[config.mk]
export PLATFORM = sky130hd
export DESIGN_NAME = tx_channel_flat
export DESIGN_NICKNAME = d
export VERILOG_FILES = /design/src/rtl/tx_channel_if.sv /design/src/rtl/tx_channel.sv /design/src/flat_wrapper.sv
export SDC_FILE = /design/constraint.sdc
export NUM_CORES = 1
export LEC_CHECK = 0
export ABC_AREA = 1
export BUFFER_PORTS_ARGS = -buffer_cell sky130_fd_sc_hd__buf_2
export CELL_PAD_IN_SITES_DETAIL_PLACEMENT = 0
export CELL_PAD_IN_SITES_GLOBAL_PLACEMENT = 1
export CORE_AREA = 5 5 101 84
export DETAILED_ROUTE_END_ITERATION = 12
export DIE_AREA = 0 0 106 89
export PLACE_DENSITY_LB_ADDON = 0.05
export SYNTH_ARGS = -nofsm -noshare
export SYNTH_HDL_FRONTEND = slang
export SYNTH_SLANG_ARGS = --single-unit
[constraint.sdc]
create_clock -name ACLK -period 4.5 [get_ports ACLK]
set_clock_uncertainty 0.15 [all_clocks]
set_input_delay 1.125 -clock ACLK [delete_from_list [all_inputs] [get_ports ACLK]]
set_output_delay 1.125 -clock ACLK [all_outputs]
set_load 0.01 [all_outputs]
[src/rtl/tx_channel_if.sv]
// tx_channel_if: VALID/READY data channel between a sender (master) and a receiver (slave)
interface tx_channel_if #(
  parameter int WIDTH = 8
);
  logic             VALID;
  logic             READY;
  logic [WIDTH-1:0] xDATA;
  modport master (output VALID, output xDATA, input READY);
  modport slave  (input VALID, input xDATA, output READY);
endinterface

[src/rtl/tx_channel.sv]
// tx_channel: transmit side of a VALID/READY channel with a two-entry (output + skid) buffer
module tx_channel #(
  parameter int WIDTH = 8,
  parameter int CNT_W = 16
) (
  input  logic              ACLK,
  input  logic              ARESETn,
  tx_channel_if.master      bus,
  input  logic [WIDTH-1:0]  tx_data,
  input  logic              tx_load,
  output logic              tx_full,
  output logic              tx_done,
  output logic [CNT_W-1:0]  tx_count
);
  typedef enum logic [1:0] {RST, EMPTY, ONE, FULL} state_t;
  state_t           st;
  logic             valid_q;
  logic [WIDTH-1:0] out_q;
  logic [WIDTH-1:0] skid_q;
  logic             fire;
  logic             ld;
  assign fire      = valid_q && bus.READY;
  assign ld        = tx_load && !tx_full;
  assign bus.VALID = valid_q;
  assign bus.xDATA = out_q;
  // Buffer FSM: VALID and tx_full are registered alongside the state so neither depends on READY
  always_ff @(posedge ACLK or negedge ARESETn) begin
    if (!ARESETn) begin
      st       <= RST;
      valid_q  <= 1'b0;
      tx_full  <= 1'b1;
      out_q    <= '0;
      skid_q   <= '0;
      tx_done  <= 1'b0;
      tx_count <= '0;
    end else begin
      tx_done  <= fire;
      tx_count <= tx_count + CNT_W'(fire);
      case (st)
        RST: begin
          st      <= EMPTY;
          tx_full <= 1'b0;
        end
        EMPTY: if (ld) begin
          out_q   <= tx_data;
          valid_q <= 1'b1;
          st      <= ONE;
        end
        ONE: begin
          if (fire && ld) out_q <= tx_data;
          else if (fire) begin
            valid_q <= 1'b0;
            st      <= EMPTY;
          end else if (ld) begin
            skid_q  <= tx_data;
            tx_full <= 1'b1;
            st      <= FULL;
          end
        end
        FULL: if (fire) begin
          out_q   <= skid_q;
          tx_full <= 1'b0;
          st      <= ONE;
        end
      endcase
    end
  end
endmodule

[src/flat_wrapper.sv]
// flat-port wrapper written by rule: the top's interface ports become plain ports
module tx_channel_flat 
#(
  parameter int WIDTH = 8,
  parameter int CNT_W = 16
)
  (ACLK, ARESETn, tx_data, tx_load, tx_full, tx_done, tx_count, bus_VALID, bus_xDATA, bus_READY);
  tx_channel_if #(.WIDTH(WIDTH)) bus_i ();
  input  logic ACLK;
  input  logic ARESETn;
  input  logic [WIDTH-1:0] tx_data;
  input  logic tx_load;
  output logic tx_full;
  output logic tx_done;
  output logic [CNT_W-1:0] tx_count;
  output wire logic [$bits(bus_i.VALID)-1:0] bus_VALID;
  output wire logic [$bits(bus_i.xDATA)-1:0] bus_xDATA;
  input wire logic [$bits(bus_i.READY)-1:0] bus_READY;
  assign bus_VALID = bus_i.VALID;
  assign bus_xDATA = bus_i.xDATA;
  assign bus_i.READY = bus_READY;
  tx_channel #(.WIDTH(WIDTH), .CNT_W(CNT_W)) u_core (.ACLK(ACLK), .ARESETn(ARESETn), .bus(bus_i), .tx_data(tx_data), .tx_load(tx_load), .tx_full(tx_full), .tx_done(tx_done), .tx_count(tx_count));
endmodule
==> results.cfg, run 1 <==
[timing]
rsz0062_at_grt = false
drv_slew = 0
final-setup-viol-count = 0
worst-slew-pin-transition_ns = 0.875
hold_viol_final = 0
fin_crit_sh_pct = 53.0
finalSetupTns_ns = 0
slew_headroom_pct = 41.7
max_freq_ghz = 0.419
fin_crit_ns = 2.39

[global_route]
grt_first_pass_wirelength_microns = 7330
grt_antenna_before_repair = 0
grt_overflow = 0
grt_start_max_net_pins = 38
grt_pass1_vias = 1392
track_usage_pct = 10.1

[routing]
vias = 1424
drtPass1Iterations = 5
wl_met2_microns = 1710
drc = 0
ant_nets = 0
wl_met1_microns = 2440
drt-wirelength-per-cell_microns = 12.8
drtIter0Drc = 67
highest-signal-layer = met4
wirelength_microns = 4400
avgViaCountPerCell = 4.14
met3WireLength_microns = 209

[pwr]
ir_worst_vdd_mv = 0.108
power.density_mw_per_mm2 = 303
p_leak_nw = 1.07

[floorplan]
ios = 39
start_util_pct = 24.4
num_rows = 28
fp.coreArea_sq_mm = 0.00729
die_area_sq_mm = 0.00943
die_y_microns = 89
fp.dieW_microns = 106

[worst_setup_path]
arrival_ns = 2.42
cp-end-kind = flip-flop
r2r_slack_ns = 2.63
start_kind = primary input
reg2reg_from = u_core.bus.VALID
worstPathRequired_ns = 4.53
timing.rr.end = u_core.tx_count[10]
reg2reg_depth = 10
path_class = in -> reg
path_max_fanout = 7

[outcome]
status = complete, no violations

[yosys]
synth_edf_count = 0
yosysSeqAreaShare_pct = 52.2
avgSynthCellArea_sq_um = 8.46
async_flop_share_pct = 100
synth_cell_types = 26
synthFlopType = dfrtp_1
postSynthCellCount = 210
synth-seq-cells = 37
synthesis.area_sq_mm = 0.00178
postSynthNetCount = 223
yosysWarnings = 0

[finish]
diodes = 0
fillCellCount = 821
final_common_cell = nand2_1
synthToLayoutAreaGrowth_pct = 20.4
design_area_sq_mm = 0.00214
fin_util_pct = 29.4
drive_gt1_share_pct = 24.8
final_nets = 266
final_cell_mix = nand2_1, buf_2, dfrtp_1

[placement]
placed_area_sq_mm = 0.00206
numPortBuffers = 38
gp_congestion = 0.687
dpl.hpwl_microns = 3260

[min_path]
holdPathStages = 2
holdPathEnd = u_core.bus.xDATA[2]
worstHoldPathType = reg -> reg
min_from = u_core.bus.xDATA[2]

[clock_network]
cts_resized = 0
clockRootBuffer = clkbuf_8
h-tree-depth = 2
cts_inserted_buffers = 5
cts_hold_buf = 0
cts.sinks = 37
cts_tree = built
cts_buffer_depth = 2
clkTransAtPathRegs_ns = 0.08
clock_latency_ns = 0.28
post_cts.repair.setup_buffers = 0

[flow_run]
maxCapViolCount = 0
kinds of logic (layout without fill, tap and decap cells):
| family | after synthesis | in the layout | share of synthesized area, % |
|---|---|---|---|
| AO/OA/AOI/OAI | 20 | 20 | 7.46 |
| XOR/XNOR | 8 | 8 | 3.94 |
| adder cells (fa/ha/maj) | 1 | 1 | 0.704 |
| buffers and inverters | 23 | 67 | 5.70 |
| flip-flops | 37 | 37 | 52.2 |
| AND/OR/NAND/NOR | 121 | 121 | 30.0 |
state kept, by name (all words and copies together), names as in the netlist:
name and count:
u_core.skid_q 8, u_core.tx_done 1, u_core.bus.VALID 1, u_core.st 2
u_core.tx_count 16, u_core.tx_full 1, u_core.bus.xDATA 8
cell usage after synthesis, types with 2 or more instances:
| cell type | count | area (sq um) |
|---|---|---|
| nand3b_1 | 3 | 22.5 |
| o21ai_1 | 2 | 10.0 |
| nand2_2 | 3 | 18.8 |
| xor2_1 | 2 | 17.5 |
| a21oi_1 | 6 | 30.0 |
| a21oi_2 | 2 | 17.5 |
| nand2_1 | 65 | 244 |
| o21ai_2 | 6 | 52.6 |
| nand3_1 | 17 | 85.1 |
| o21ai_0 | 3 | 15.0 |
| inv_1 | 19 | 71.3 |
| inv_2 | 2 | 7.51 |
| xnor2_1 | 6 | 52.6 |
| nor2_1 | 26 | 97.6 |
| dfrtp_1 | 36 | 901 |
| buf_6 | 2 | 22.5 |
final cells by class:
cell class / instances / area, sq um / area share [%]
sequential: 37 / 927 / 43.3
multi-input combinational: 150 / 748 / 35.0
timing repair buffer: 38 / 190 / 8.89
tap: 90 / 113 / 5.26
inverter: 21 / 78.8 / 3.68
clock buffer: 6 / 72.6 / 3.39
clock inverter: 2 / 10.0 / 0.468
per-stage QoR:
step	cells	total power, mW	hold slack (ns)	setup WS [ns]
floorplan	210	0.408	0.306	2.13
global placement	336	0.430	0.303	1.84
detailed placement	336	0.430	0.303	1.80
CTS	344	0.667	0.324	2.10
global route	344	0.689	0.347	1.92
finish	344	0.649	0.315	2.11
power breakdown:
part | switching [mW] | leakage (nW) | internal [mW]
logic | 0.0362 | 0.585 | 0.0256
clock network | 0.119 | 0.0450 | 0.107
registers | 0.00843 | 0.436 | 0.352
worst max-delay path, stage by stage:
cell and delay [ns]:
buf_2 0.09, nand2_1 0.18, inv_1 0.16, ha_1 0.18, nand2_1 0.09, nor2_2 0.19, nand2_1 0.13, inv_2 0.11
nand2_1 0.06, nand2_1 0.05, nand2_1 0.04
metal layers:
| metal | up-vias | GRT usage (%) |
|---|---|---|
| met5 | - | 0 |
| met4 | 0 | 3.53 |
| met3 | 5 | 2.89 |
| met2 | 31 | 13.9 |
| met1 | 637 | 15.1 |
| li1 | 751 | - |
worst max path at each step:
stage | startpoint | endpoint | depth (start not counted)
floorplan | bus_READY | u_core.tx_count[14] | 10
global placement | bus_READY | u_core.tx_count[10] | 11
detailed placement | bus_READY | u_core.tx_count[10] | 11
CTS | bus_READY | u_core.tx_count[10] | 11
global route | bus_READY | u_core.tx_count[14] | 11
finish | bus_READY | u_core.tx_count[10] | 11
(Power assumes the default switching activity.)
==> run 2: changes to the inputs <==
Settings changed: ABC_AREA 1 to 0, CORE_AREA 5 5 101 84 to 5 5 98 82, DIE_AREA 0 0 106 89 to 0 0 103 87.
Clock period 4.5 ns to 2.4 ns, I/O delays scaled along.
==> results.cfg, run 2 <==
[outcome]
status = complete, no violations

[timing]
worst-slew-pin-transition_ns = 0.484
finalSetupTns_ns = 0
slew_headroom_pct = 67.8
rsz0062_at_grt = false
fin_crit_ns = 1.89
final-setup-viol-count = 0
fin_crit_sh_pct = 78.9
hold_viol_final = 0
drv_slew = 0
max_freq_ghz = 0.528

[yosys]
postSynthNetCount = 139
yosysTopAreaCell = dfrtp_1
synth_top_area_share_pct = 53.8
avgSynthCellArea_sq_um = 13.3
synth-seq-cells = 37
async_flop_share_pct = 100
synth_edf_count = 0
netlist_top_cells_count = dfrtp_1, mux2_2, xnor2_1
synthesis.area_sq_mm = 0.00167
synth_cell_types = 31
synthFlopType = dfrtp_1
postSynthCellCount = 126
yosysWarnings = 0
yosysSeqAreaShare_pct = 55.4
yosysMostFrequentCell = dfrtp_1
synth_area_leaders = dfrtp_1, mux2_2, xnor2_1, xor2_1, dfstp_2

[finish]
largest_register = u_core.tx_count
final_common_cell = buf_2
final_nets = 182
synthToLayoutAreaGrowth_pct = 23.0
final_cell_mix = buf_2, dfrtp_1, mux2_2
diodes = 0
drive_gt1_share_pct = 48.2
stdcell_count = 260
largest_reg_flops = 16

[global_route]
grt_util_met2_pct = 12.2
grt_first_pass_wirelength_microns = 5950
grt_antenna_before_repair = 0
grt_start_max_net_pins = 38
track_usage_pct = 8.69
grt-busiest-layer = met1
grt_pass1_vias = 1183
grt_overflow = 0
grt_util_met3_pct = 2.88
grtUsageMet1_pct = 12.3

[routing]
drt-wirelength-per-cell_microns = 13.7
drtIter0Drc = 24
ant_nets = 0
drtPass1Iterations = 4
avgViaCountPerCell = 4.13
drc = 0
wirelength_microns = 3570
vias = 1073

[pwr]
ir_worst_vdd_mv = 0.266
p_leak_nw = 1.01
power.density_mw_per_mm2 = 817
finalPower_mw = 1.68

[clock_network]
cts_tree = built
clock_latency_ns = 0.28
cts_buffer_depth = 2
cts_resized = 0
h-tree-depth = 2
cts_inserted_buffers = 5
cts_hold_buf = 0
cts.sinks = 37
clkTransAtPathRegs_ns = 0.08
post_cts.repair.setup_buffers = 0
clockRootBuffer = clkbuf_8

[placement]
dpl.hpwl_microns = 2580
gp_congestion = 0.738
numPortBuffers = 38
place_inst = 252

[worst_setup_path]
path_max_fanout = 5
arrival_ns = 1.91
crit_start = u_core.bus.VALID
path_class = reg -> reg
r2r_slack_ns = 0.51
reg2reg_from = u_core.bus.VALID
worstPathRequired_ns = 2.42
cp-end-kind = flip-flop
start_kind = flip-flop
reg2reg_depth = 7

[flow_run]
maxCapViolCount = 0

[floorplan]
num_rows = 28
die_area_sq_mm = 0.00896
fp.coreArea_sq_mm = 0.00708
ios = 39
die_y_microns = 87
start_util_pct = 23.7
fp.dieW_microns = 103

[min_path]
worstHoldPathType = in -> async
==> run 2: cell types whose count changed in the layout (fill, tap and decap cells not counted), sizes merged, moves of 5 or more <==
cell,change
nand2,-59
nand3,-13
nor2,-23
inv,-20
o21ai,-10
xnor2,+5
mux2,+25
==> run 2: metal layers <==
| metal | vias up | routed length [microns] |
|---|---|---|
| met5 | - | 0 |
| met4 | 0 | 24 |
| met3 | 2 | 197 |
| met2 | 24 | 1570 |
| met1 | 522 | 1780 |
| li1 | 525 | - |
==> run 2: final cells by class <==
cell class	count	area [sq um]
Fill cell	754	5020
Multi-Input combinational cell	83	706
Sequential cell	37	927
Tap cell	90	113
Clock inverter	1	5.00
Timing Repair Buffer	40	205
Clock buffer	7	96.3
Inverter	2	7.51
==> run 2: logic make-up (layout without fill, tap and decap cells) <==
family	after synthesis	count (layout)	synth area share, %
adders and majority gates	1	1	0.747
DFF	37	37	55.4
muxes	26	26	17.6
AOI/OAI and AO/OA	9	9	4.04
buffers and inverters	6	50	2.47
xor gates and xnor gates	15	15	7.85
and+or+nand+nor	32	32	11.9
==> run 2: worst paths after layout <==
path                                  endpoint
min reg2reg                u_core.tx_count[15]
min                           u_core.skid_q[0]
max                        u_core.tx_count[13]
max in group asynchronous       u_core.tx_full
max reg2reg                u_core.tx_count[13]
min in group ACLK          u_core.tx_count[15]
==> run 2: stage by stage <==
stage	setup slack, ns	cell area (sq um)	hold slack (ns)	utilization (%)
floorplan	0.438	1670	0.154	-
global placement	0.225	1960	0.306	27.7
detailed placement	0.215	1960	0.320	27.7
CTS	0.465	2060	0.234	29.1
global route	0.316	2060	0.262	29.1
finish	0.506	2060	0.217	29.1
==> run 2: report_power, final <==
part / internal (mW) / switching (mW)
Clock: 0.260 / 0.218
Combinational: 0.209 / 0.145
Sequential: 0.767 / 0.0822
Total: 1.24 / 0.445
==> run 2: worst max-delay path, stage by stage, from the launching register on <==
cell and delay (ns):
dfrtp_1 0.41, nand2_2 0.13, clkinv_1 0.10, ha_1 0.16, and4_1 0.30, and3_1 0.26
nand4_1 0.13, xnor2_1 0.14
